**src/rtl/mc8051_mux_pipe.sv**
```systemverilog
// rtl/mc8051_mux_pipe.sv - registered operand/address selector with 2-entry skid buffer
//
// Selects one of NUM_SRC packed data sources and forms an internal-RAM/XDATA
// address from the requested addressing mode. Each result is held in a
// 2-entry FIFO with a valid/ready handshake on both sides.
//
// Optional feature macro: MUX_SEL_CHK_EN
//   defined   : o_err flags entries with an out-of-range data select or an
//               illegal address mode (5-7).
//   undefined : o_err is constant 0.
//
// Ports:
//   i_clk, i_rst       clock, synchronous active-high reset
//   i_vld / o_rdy      request handshake (push on i_vld && o_rdy)
//   i_src              NUM_SRC packed sources, source k at [k*DATA_W +: DATA_W]
//   i_data_sel         data source index
//   i_addr_mode        0=RN 1=BASE 2=BASE_OFFS 3=IND8 4=BIT, 5-7 illegal
//   i_base, i_offs     base address and offset/direct/bit address
//   i_psw_rs, i_rn_idx register bank select and register number
//   o_vld / i_rdy      result handshake (pop on o_vld && i_rdy)
//   o_data, o_addr     head entry data and address
//   o_err              head entry illegal flag
module mc8051_mux_pipe #(
    parameter int DATA_W  = 8,
    parameter int ADDR_W  = 16,
    parameter int NUM_SRC = 8,
    parameter int SEL_W   = 3
) (
    input  logic                      i_clk,
    input  logic                      i_rst,
    input  logic                      i_vld,
    output logic                      o_rdy,
    input  logic [NUM_SRC*DATA_W-1:0] i_src,
    input  logic [SEL_W-1:0]          i_data_sel,
    input  logic [2:0]                i_addr_mode,
    input  logic [ADDR_W-1:0]         i_base,
    input  logic [7:0]                i_offs,
    input  logic [1:0]                i_psw_rs,
    input  logic [2:0]                i_rn_idx,
    output logic                      o_vld,
    input  logic                      i_rdy,
    output logic [DATA_W-1:0]         o_data,
    output logic [ADDR_W-1:0]         o_addr,
    output logic                      o_err
);

    typedef enum logic [2:0] {
        MODE_RN        = 3'd0,
        MODE_BASE      = 3'd1,
        MODE_BASE_OFFS = 3'd2,
        MODE_IND8      = 3'd3,
        MODE_BIT       = 3'd4
    } addr_mode_e;

    logic [DATA_W-1:0] new_data;
    logic [ADDR_W-1:0] new_addr;
    logic              new_err;
    logic [7:0]        bit_addr;

    logic [1:0]        cnt_q, cnt_d;
    logic [DATA_W-1:0] head_data_q, head_data_d, tail_data_q, tail_data_d;
    logic [ADDR_W-1:0] head_addr_q, head_addr_d, tail_addr_q, tail_addr_d;
    logic              head_err_q, head_err_d, tail_err_q, tail_err_d;
    logic              push, pop;

    // Data select: an index at or beyond NUM_SRC leaves new_data at 0.
    always_comb begin
        new_data = '0;
        for (int unsigned k = 0; k < NUM_SRC; k++) begin
            if (32'(i_data_sel) == k) begin
                new_data = i_src[k*DATA_W +: DATA_W];
            end
        end
    end

    // 8051 bit addressing: bits 0x00-0x7F live in RAM bytes 0x20-0x2F,
    // bits 0x80-0xFF live in the bit-addressable SFRs (byte address = bit & 0xF8).
    assign bit_addr = i_offs[7] ? {i_offs[7:3], 3'b000}
                                : (8'h20 + {4'b0000, i_offs[6:3]});

    always_comb begin
        new_addr = '0;
        case (i_addr_mode)
            MODE_RN:        new_addr = ADDR_W'({i_psw_rs, i_rn_idx});
            MODE_BASE:      new_addr = i_base;
            MODE_BASE_OFFS: new_addr = i_base + ADDR_W'(i_offs);
            MODE_IND8:      new_addr = ADDR_W'(i_offs);
            MODE_BIT:       new_addr = ADDR_W'(bit_addr);
            default:        new_addr = '0;
        endcase
    end

`ifdef MUX_SEL_CHK_EN
    assign new_err = (32'(i_data_sel) >= 32'(NUM_SRC)) || (i_addr_mode > MODE_BIT);
`else
    assign new_err = 1'b0;
`endif

    // o_rdy depends only on the registered count, so i_rdy never reaches it
    // combinationally; a pop at a full buffer raises o_rdy one cycle later.
    assign o_rdy = (cnt_q != 2'd2);
    assign o_vld = (cnt_q != 2'd0);
    assign push  = i_vld && o_rdy;
    assign pop   = o_vld && i_rdy;

    always_comb begin
        cnt_d       = cnt_q;
        head_data_d = head_data_q;
        head_addr_d = head_addr_q;
        head_err_d  = head_err_q;
        tail_data_d = tail_data_q;
        tail_addr_d = tail_addr_q;
        tail_err_d  = tail_err_q;
        case ({push, pop})
            2'b10: begin
                if (cnt_q == 2'd0) begin
                    head_data_d = new_data;
                    head_addr_d = new_addr;
                    head_err_d  = new_err;
                end else begin
                    tail_data_d = new_data;
                    tail_addr_d = new_addr;
                    tail_err_d  = new_err;
                end
                cnt_d = cnt_q + 2'd1;
            end
            2'b01: begin
                if (cnt_q == 2'd2) begin
                    head_data_d = tail_data_q;
                    head_addr_d = tail_addr_q;
                    head_err_d  = tail_err_q;
                end
                cnt_d = cnt_q - 2'd1;
            end
            2'b11: begin
                // Only reachable at count 1: the new entry replaces the head.
                head_data_d = new_data;
                head_addr_d = new_addr;
                head_err_d  = new_err;
            end
            default: ;
        endcase
    end

    always_ff @(posedge i_clk) begin
        if (i_rst) begin
            cnt_q       <= 2'd0;
            head_data_q <= '0;
            head_addr_q <= '0;
            head_err_q  <= 1'b0;
            tail_data_q <= '0;
            tail_addr_q <= '0;
            tail_err_q  <= 1'b0;
        end else begin
            cnt_q       <= cnt_d;
            head_data_q <= head_data_d;
            head_addr_q <= head_addr_d;
            head_err_q  <= head_err_d;
            tail_data_q <= tail_data_d;
            tail_addr_q <= tail_addr_d;
            tail_err_q  <= tail_err_d;
        end
    end

    assign o_data = head_data_q;
    assign o_addr = head_addr_q;
    assign o_err  = head_err_q;

endmodule

```
**config.mk**
```make
export PLATFORM = sky130hd
export DESIGN_NAME = mc8051_mux_pipe
export DESIGN_NICKNAME = d
export VERILOG_FILES = /design/src/rtl/mc8051_mux_pipe.sv
export SDC_FILE = /design/constraint.sdc
export NUM_CORES = 1
export LEC_CHECK = 0
export ABC_CLOCK_PERIOD_IN_PS = 4950
export CAP_MARGIN = 15
export CORE_ASPECT_RATIO = 1.75
export CORE_MARGIN = 1
export CORE_UTILIZATION = 40
export DETAILED_ROUTE_END_ITERATION = 6
export PLACE_DENSITY_LB_ADDON = 0.08
export SKIP_CTS_REPAIR_TIMING = 1
export SYNTH_ARGS = -nofsm -noshare
export SYNTH_HDL_FRONTEND = slang
export SYNTH_SLANG_ARGS = --single-unit
```
**constraint.sdc**
```tcl
create_clock -name i_clk -period 4.95 [get_ports i_clk]
set_input_delay 1.2375 -clock i_clk [delete_from_list [all_inputs] [get_ports i_clk]]
set_output_delay 1.2375 -clock i_clk [all_outputs]
set_load 0.005 [all_outputs]
```
==> After elaboration in Yosys (flattened, before gate mapping) <==
Cells that the tools add are included.
{ "totals": {"register_bits": 51, "latch_bits": 0, "ram_bits": 0, "mem_bits_ro": 0, "in_bits": 103, "out_inout_bits": 27, "mem_count": 0} }
{ "classes": {"n_addsub": 4, "multipliers": 0, "n_div": 0, "n_lt_le_gt_ge": 0, "eq_ne": 18, "n_shift": 0, "n_mux": 20, "bitwise_logic": 1, "n_reduce_logical": 10} }
{ "ops": {"columns": ["operator", "n"], "rows": [
  ["8-bit 2-to-1 mux", 11],
  ["16-bit case mux with 5 select lines", 1],
  ["16-bit case mux with 3 select lines", 1],
  ["16-bit 2-to-1 mux", 2],
  ["8-bit case mux with 3 select lines", 1],
  ["16-bit by 8-bit adder with 16-bit output", 1],
  ["3-bit == test, second input constant", 5],
  ["3-bit by 2-bit == test with 1-bit output, second input constant", 4],
  ["6-bit by 4-bit adder with 7-bit output, first input constant", 1],
  ["2-bit == test, second input constant", 3],
  ["3-bit by 1-bit == test with 1-bit output, second input constant", 2],
  ["3-bit logical NOT", 2],
  ["2-bit inequality test, second input constant", 3],
  ["2-bit case mux with 2 select lines", 1],
  ["2-bit nonzero test", 2],
  ["1-bit case mux with 3 select lines", 1],
  ["3-bit AND reduction", 1],
  ["3-bit nonzero test", 1],
  ["2-bit by 1-bit adder with 2-bit output, second input constant", 1],
  ["2-bit by 1-bit == test with 1-bit output, second input constant", 1],
  ["1-bit logical AND", 2],
  ["2-bit logical NOT", 1],
  ["1-bit 2-to-1 mux", 2],
  ["2-bit AND reduction", 1],
  ["other kinds (2)", 2]
]} }

==> Logic depth before layout (Yosys ltp) <==
{ "depth": {"depth_word": 11, "ltp_mapped": 12, "ltp_nobuf": 10} }

==> Worst setup path before layout <==
OpenSTA, ideal clock, no wires.
{ "synth_path": {"kind": "input to register", "from": "in i_rdy", "to": "reg head_data_q[0], in the netlist o_data[0]", "arrival_ps": 2940, "required_time_ps": 4892, "path_slack_ps": 1952, "stages": 10, "n_path_buf": 2, "cell_sequence": "nand2_1 -> inv_1 -> ha_1 -> clkbuf_1 -> mux2_2 -> o22ai_1 -> nand2b_1 -> clkbuf_1 -> a2111oi_0 -> a31o_2"} }
{ "synth_via": {"elab_chain_len": 4} }
{ "synth_lines": {"columns": ["item", "line_no", "text"], "rows": [
  ["from (decl)", "41", "input logic i_rdy,"],
  ["1-bit logical AND *", "104", "assign pop = o_vld && i_rdy;"],
  ["2-bit by 1-bit == test with 1-bit output or 2-bit == test (tied branches)", "114", "case ({push, pop})"],
  ["2-bit inequality test (no line) or 3-bit nonzero test (tied branches)", null, null],
  ["3-bit AND reduction (no line)", null, null],
  ["to (signal assigned)", "156", "head_data_q <= head_data_d;"],
  ["to (decl)", "61", "logic [DATA_W-1:0] head_data_q, head_data_d, tail_data_q, tail_data_d;"]
]} }
Mark *: on every way between the ends. The rest lies on a longest branch, timed or not.
A chain may end at the register's enable or synchronous reset.

==> Worst setup path after layout <==
{ "layout_path": {"from": "in i_base[0]", "to": "reg head_addr_q[14], in the netlist o_addr[14]"} }
{ "layout_via": {"elab_chain_len": 4} }
{ "layout_lines": {"columns": ["item", "line_no", "text"], "rows": [
  ["from (decl)", "36", "input logic [ADDR_W-1:0] i_base,"],
  ["16-bit by 8-bit adder with 16-bit output *", "86", "MODE_BASE_OFFS: new_addr = i_base + ADDR_W'(i_offs);"],
  ["16-bit case mux with 5 select lines *", "83", "case (i_addr_mode)"],
  ["16-bit 2-to-1 mux", "116", "if (cnt_q == 2'd0) begin"],
  ["16-bit case mux with 3 select lines *", "114", null],
  ["to (signal assigned)", "157", "head_addr_q <= head_addr_d;"],
  ["to (decl)", "62", "logic [ADDR_W-1:0] head_addr_q, head_addr_d, tail_addr_q, tail_addr_d;"]
]} }
Mark *: on every way between the ends. The rest lies on a longest branch, timed or not. The select of a mux whose other input is x is not followed.

==> impl.org <==
** Clock network
- Number of sinks driven by the clock tree :: 50
- Clock Latency Late Sink :: between 0.2 and 0.3 ns
- TritonCTS built the clock tree.
- Buffers inserted during clock tree synthesis total 5.
- In this run the clock root is driven by a clkbuf_16.
- Maximum buffer depth of the clock tree :: 2
- CTS H-tree lvls :: 2
- Clock transition at the registers of the reported paths :: roughly 0.060 ns

** Routing
- The count of nets left with antenna violations once routing finished came out at 0.
- The routed layout has between 4,000 and 5,000 vias.
- Overall routed net length :: roughly 11 mm
- Drt drc :: 0
- First DRT Iteration DRCs :: around 140
- After detailed routing, the number of vias per cell comes to about 5.7.
- Average routed wire per standard cell :: 15.41 µm
- For this run, the detailed router's first-pass iteration total came to 4.

** Timing
- Derived from the worst setup path, the maximum achievable clock frequency is between 0.2 and 0.3 GHz.
- The final number of max-transition violations was 0.
- Dividing the final minimum period by the clock period gives 0.7348.
- Crit path time final :: about 3.6 ns
- The hold violation total from the final report is 0.
- The worst pin sits at a relative slew slack of 0.3954.
- Total setup violations reported at the end of the flow :: 0
- Unrepaired setup endpoints after global routing :: no
- Setup total negative slack on the finished layout was measured at 0 ns.
- For the final database, setup skew stands at between 0.005 and 0.006 ns.
- Transition time at the pin with the least slew margin :: between 0.9 and 1 ns
- Setup slack on the critical path of the routed design comes to between 1 and 1.5 ns.

** Synthesis
- Number of enable flip-flop cells after synthesis :: 0
- Cells after synthesis :: between 400 and 500
- Async set or reset register ratio after synthesis :: 0
- Flip-flop cell with the highest count after synthesis :: dfxtp_1
- Net count of the mapped netlist :: 597
- Distinct cells, synth :: 68
- In this run the cell area of the synthesized design comes to around 3600 µm².
- Synth Area per Inst :: 7.570 µm²
- The synthesized design spends more area on one cell type than any other, namely dfxtp_1.
- Of the synthesized area, sequential elements account for 0.2743.
- Warnings from Yosys :: 0
- In the post-synthesis netlist, the biggest area contributors are dfxtp_1 (27%), a21oi_1 (6.7%), nand2_1 (5.8%), o21ai_0 (5.2%), nor2_1 (4.3%).
- Seq cells post-synth :: 50
- Top-area cell type share of the netlist area :: 0.2743

** Die
- From left edge to right edge, the die measures between 70 and 80 µm.
- Area inside the core boundary :: 8783 µm²
- Pin placement for this block handled between 100 and 150 I/O pins.
- The initial utilization of the core area, before any placement, comes to 0.4154.
- The die covers 9522 µm².
- Total number of placement rows :: 45
- The die is 128.3 µm tall.

** Critical path
- Element type at the critical path start :: primary input
- The setup path with the least slack is of type in2reg.
- Data on the critical path arrives at its endpoint at approximately 3.8 ns.
- In this run the worst path has a maximum fanout of 6.
- Required time at the worst-slack endpoint :: 5.10 ns
- The worst setup path is captured at a flop.

** Power and ir drop
- Peak supply drop :: roughly 0.00021 V
- Leakage power :: just under 2 nW
- Pwr/cell area :: about 340 nW/µm²
- The completed layout was analyzed and its total power is between 1.5 and 2 mW.

** Placement
- Count of input and output buffers :: roughly 130
- Setup Slack @ Placement :: around 1.1 ns
- Routability-driven placement finished with a final weighted congestion of ~0.89.
- After legalization and detailed placement, the total HPWL measured about 8.4 mm.
- After detailed placement, the design holds a cell count of between 600 and 700.
- Once placement finished, the instance area stood at between 4000 and 5000 µm².

** Finish
- Share of layout cells above drive strength 1 :: 0.04762
- For this run, the post-layout net count is approximately 700.
- Area Growth Syn to Fin :: 40.98%
- Number of diodes :: 0
- Final non-filler cell total :: 705
- Area of all placed cells without fillers :: 5144 µm²
- Fill count :: a little under 900

** GRT
- The first global-routing pass estimated 17.25 mm of wire.
- Met2 track demand over resource :: 0.4337
- The layer flagged by global routing as most heavily used is met2.
- Across every metal layer, demand over resource in global routing totals 0.2295.
- Pin count of the biggest net entering global routing :: 42
- Met3 Use GR :: 0.03837
- Overflow left after global routing :: 0
- Met1 layer usage reported by global route :: 0.2345
- The number of global-route vias before repair is roughly 3,800.
- The initial antenna violation count came to 0.

** Min path
- Type of the most critical hold path :: reg2reg

** Status
- Result of the run :: completed

** Run
- Total of max-cap violations :: 0
==> synth_stat cells, types with 3 or more instances <==
cell and count:
o21ai_0 38, o21a_1 8, dfxtp_1 50, ha_1 11, xnor2_1 4, o221ai_1 5, nor4_1 4, nand2_1 56
a221oi_1 7, a22oi_1 3, mux2i_1 11, nor4b_1 3, buf_2 9, nor3_1 6, nor2_1 42, clkbuf_1 26
o22ai_1 7, a21oi_1 49, o2bb2ai_1 4, nand3_1 6, nand2b_1 8, a22o_1 5, o211ai_1 9, and3_1 8
nor2b_1 12, a31oi_1 8, inv_1 14, a211oi_1 9, mux2_2 3, nor3b_1 4
==> worst paths after layout <==
path                                              from                       to  slack, ns  depth (start not counted)
worst max-delay path                         i_base[0]  o_addr[14]$_SDFFE_PP0P_       1.31                         10
worst min-delay path            o_data[3]$_SDFFE_PP0P_   o_data[3]$_SDFFE_PP0P_       0.45                          2
worst max register to register   cnt_q[0]$_SDFFE_PP0P_  o_addr[11]$_SDFFE_PP0P_       2.17                         10
worst min register to register  o_data[3]$_SDFFE_PP0P_   o_data[3]$_SDFFE_PP0P_       0.45                          2
==> cell usage in the layout, fill, tap and decap left out, drive strengths merged, types with 7 or more instances in the layout <==
master / netlist / final
nor2b: 12 / 12
clkdlybuf4s50: 0 / 128
a31oi: 8 / 8
o211ai: 9 / 9
o21a: 8 / 8
dfxtp: 50 / 50
nand2b: 8 / 8
a211oi: 9 / 9
nand2: 56 / 56
mux2i: 11 / 11
o22ai: 7 / 7
buf: 12 / 9
and3: 8 / 8
nor2: 42 / 42
o21ai: 38 / 38
ha: 11 / 11
a221oi: 7 / 7
inv: 14 / 14
a21oi: 50 / 50
==> metal layers <==
| layer | wire (µm) | part of all wire |
|---|---|---|
| met1 | 4116 | 0.38 |
| met2 | 5689 | 0.52 |
| met3 | 720 | 0.066 |
| met4 | 340 | 0.031 |
| met5 | 0 | 0 |
==> report_power, final <==
part           switching (mW)  internal [mW]  leakage (nW)  total (mW)
Combinational           0.403          0.395          1.45       0.798
Clock                   0.141          0.238        0.0771       0.379
Sequential             0.0634          0.521         0.409       0.584
Total                   0.608           1.15          1.94        1.76
==> area by class of cell <==
class / instances / area, µm² / share of cell area
clock buffer: 6 / 128.9 / 0.02505
timing repair buffer: 137 / 1349 / 0.2622
sequential: 50 / 1001 / 0.1946
tap: 117 / 146.4 / 0.02846
clock inverter: 2 / 37.54 / 0.007297
inverter: 14 / 52.55 / 0.01022
multi-input combinational: 379 / 2429 / 0.4721
==> stage by stage <==
stage          hold slack, ns  utilization
2_1_floorplan          0.4368            -
3_3_place_gp           0.4388       0.5667
3_5_place_dp           0.4423       0.5667
4_1_cts                0.4509       0.5856
5_1_grt                0.4606       0.5856
6_report               0.4475       0.5856
==> flip-flops by register name (all words and copies together) (netlist names) <==
name         cells
tail_addr_q     16
tail_data_q      8
o_addr          16
cnt_q            2
o_data           8
==> critical path, cell delays in order <==
cell and delay, ns:
clkdlybuf4s50_1 0.49, ha_1 0.20, inv_1 0.06, fa_1 0.41, nor2b_1 0.18, o31a_1 0.34, o211ai_1 0.22, nor4b_1 0.31
o32a_1 0.26, a211oi_1 0.09
==> cells by family (layout without fill, tap and decap cells) <==
group | count (synthesis) | count (layout) | share of synthesized area
AOI/OAI and AO/OA | 180 | 180 | 0.3258
and+or+nand+nor | 162 | 162 | 0.2150
buffers and inverters | 53 | 159 | 0.06001
DFF | 50 | 50 | 0.2743
muxes | 18 | 18 | 0.06619
adders and majority gates | 12 | 12 | 0.04321
xor gates and xnor gates | 6 | 6 | 0.01440
other | 1 | 1 | 0.001028
(Power assumes the default switching activity.)
==> RTL change, RTL diff (config.mk and constraints unchanged) <==
Build with the macro `MUX_SEL_CHK_EN` defined.
--- a/src/rtl/mc8051_mux_pipe.sv
+++ b/src/rtl/mc8051_mux_pipe.sv
@@ -21,4 +21,6 @@
 //   o_data, o_addr     head entry data and address
 //   o_err              head entry illegal flag
+`define MUX_SEL_CHK_EN
+
 module mc8051_mux_pipe #(
     parameter int DATA_W  = 8,
Function: changed (a bounded check fails within 4 cycles, from zero or initial values and one cycle with i_rst high).
==> RTL change against the unedited design <==
- sequential share of layout area rose by 0.43 points
- critical path depth up 1
- clock power is 3% higher
- sequential cell count rose by 2
- routed wire length grew 9.9%
- setup slack improved by 27 ps
- synthesized area grew 2.6%
- maximum frequency is 0.76% higher
- final cell count grew 2.0%
- final area rose by 1.7%
- power increased by 3.5%
- critical path type unchanged
- highest routed layer unchanged
==> RTL change: results (changes against the unedited design) <==
number of non-clock inverters in the layout=22 (was 14); Netlist cell types=66 (was 68); number of non-clock buffers=135 (was 137); multi-input gates=382 (was 379); post-detail-place hpwl=9240 um (was 8420 um); share of cells above drive strength 1=4.51% (was 4.76%); Setup WS pre-CTS=1030 ps (was 1070 ps); iteration count of the initial detailed-routing pass=5 (was 4); largest net degree at the start of global routing=34 (was 42); Seq/Total Area, Yosys=27.8% (was 27.4%); Cell Count Post-Placement=711 (was 697); Crit path arrival time=3760 ps (was 3790 ps); # fillers=928 (was 868); top cells by area, synth=dfxtp_1 28%, o21ai_0 7.8%, a21oi_1 4.7% (was dfxtp_1 27%, a21oi_1 6.7%, nand2_1 5.8%); Worst IR Drop VDD=0.000211 V (was 0.000210 V); worst hold endpoint=tail_data_q[1] (was o_data[3]); initial drt markers=147 (was 137); fin cells=719 (was 705); Setup Skew=3.52 ps (was 5.09 ps); CP delay by family, top=buffers and inverters (was compound AO/OA/AOI/OAI gates); Seq cells post-synth=52 (was 50); status=completed (unchanged); GRT Total Usage=24.2% (was 22.9%); r2r worst-path depth=11 (was 10); first-pass GRT wire length=18400 um (was 17300 um); Placer Congestion=0.910 (was 0.886); combined area of the multi-input logic cells=2460 um2 (was 2430 um2); port bufs=129 (was 128); syn_nets=608 (was 597); P_int=1.17 mW (was 1.15 mW); Reg area=1040 um2 (was 1000 um2); Crit-path slowest cell=nand2b_1 (was clkdlybuf4s50_1); slew margin rel.=24.5% (was 39.5%); flop2flop setup slack=2060 ps (was 2170 ps); Hold WS=458 ps (was 448 ps); LEAKAGE=1.97 nW (was 1.94 nW)
## RTL change: logic make-up after synthesis
logic type / synth area share [%]
adder cells (fa/ha/maj): 4.21
XOR/XNOR: 1.64
flip-flops: 27.8
buffers and inverters: 6.52
AO/OA/AOI/OAI: 33.1
AND/OR/NAND/NOR: 19.6
multiplexers: 7.12
## RTL change: how the worst max path moves through the flow
stage | slack [ps] | start | cells after the start | endpoint
final | 1340 | i_rdy | 11 | o_addr[7]
after global routing | 1080 | i_rdy | 11 | o_addr[7]
after detailed placement | 1030 | i_rdy | 11 | o_addr[7]
after CTS | 1330 | i_rdy | 11 | o_addr[7]
after global placement | 1160 | i_rdy | 11 | o_addr[11]
after floorplan | 1890 | i_base[0] | 8 | o_addr[14]
## RTL change: per-layer routing
metal | share of wire (%) | track usage (%) | up-vias
li1 | - | - | 2045
met1 | 36 | 23.5 | 1916
met2 | 53 | 47.6 | 160
met3 | 6.9 | 4.56 | 27
met4 | 3.5 | 10.6 | 0
met5 | 0 | 0 | -
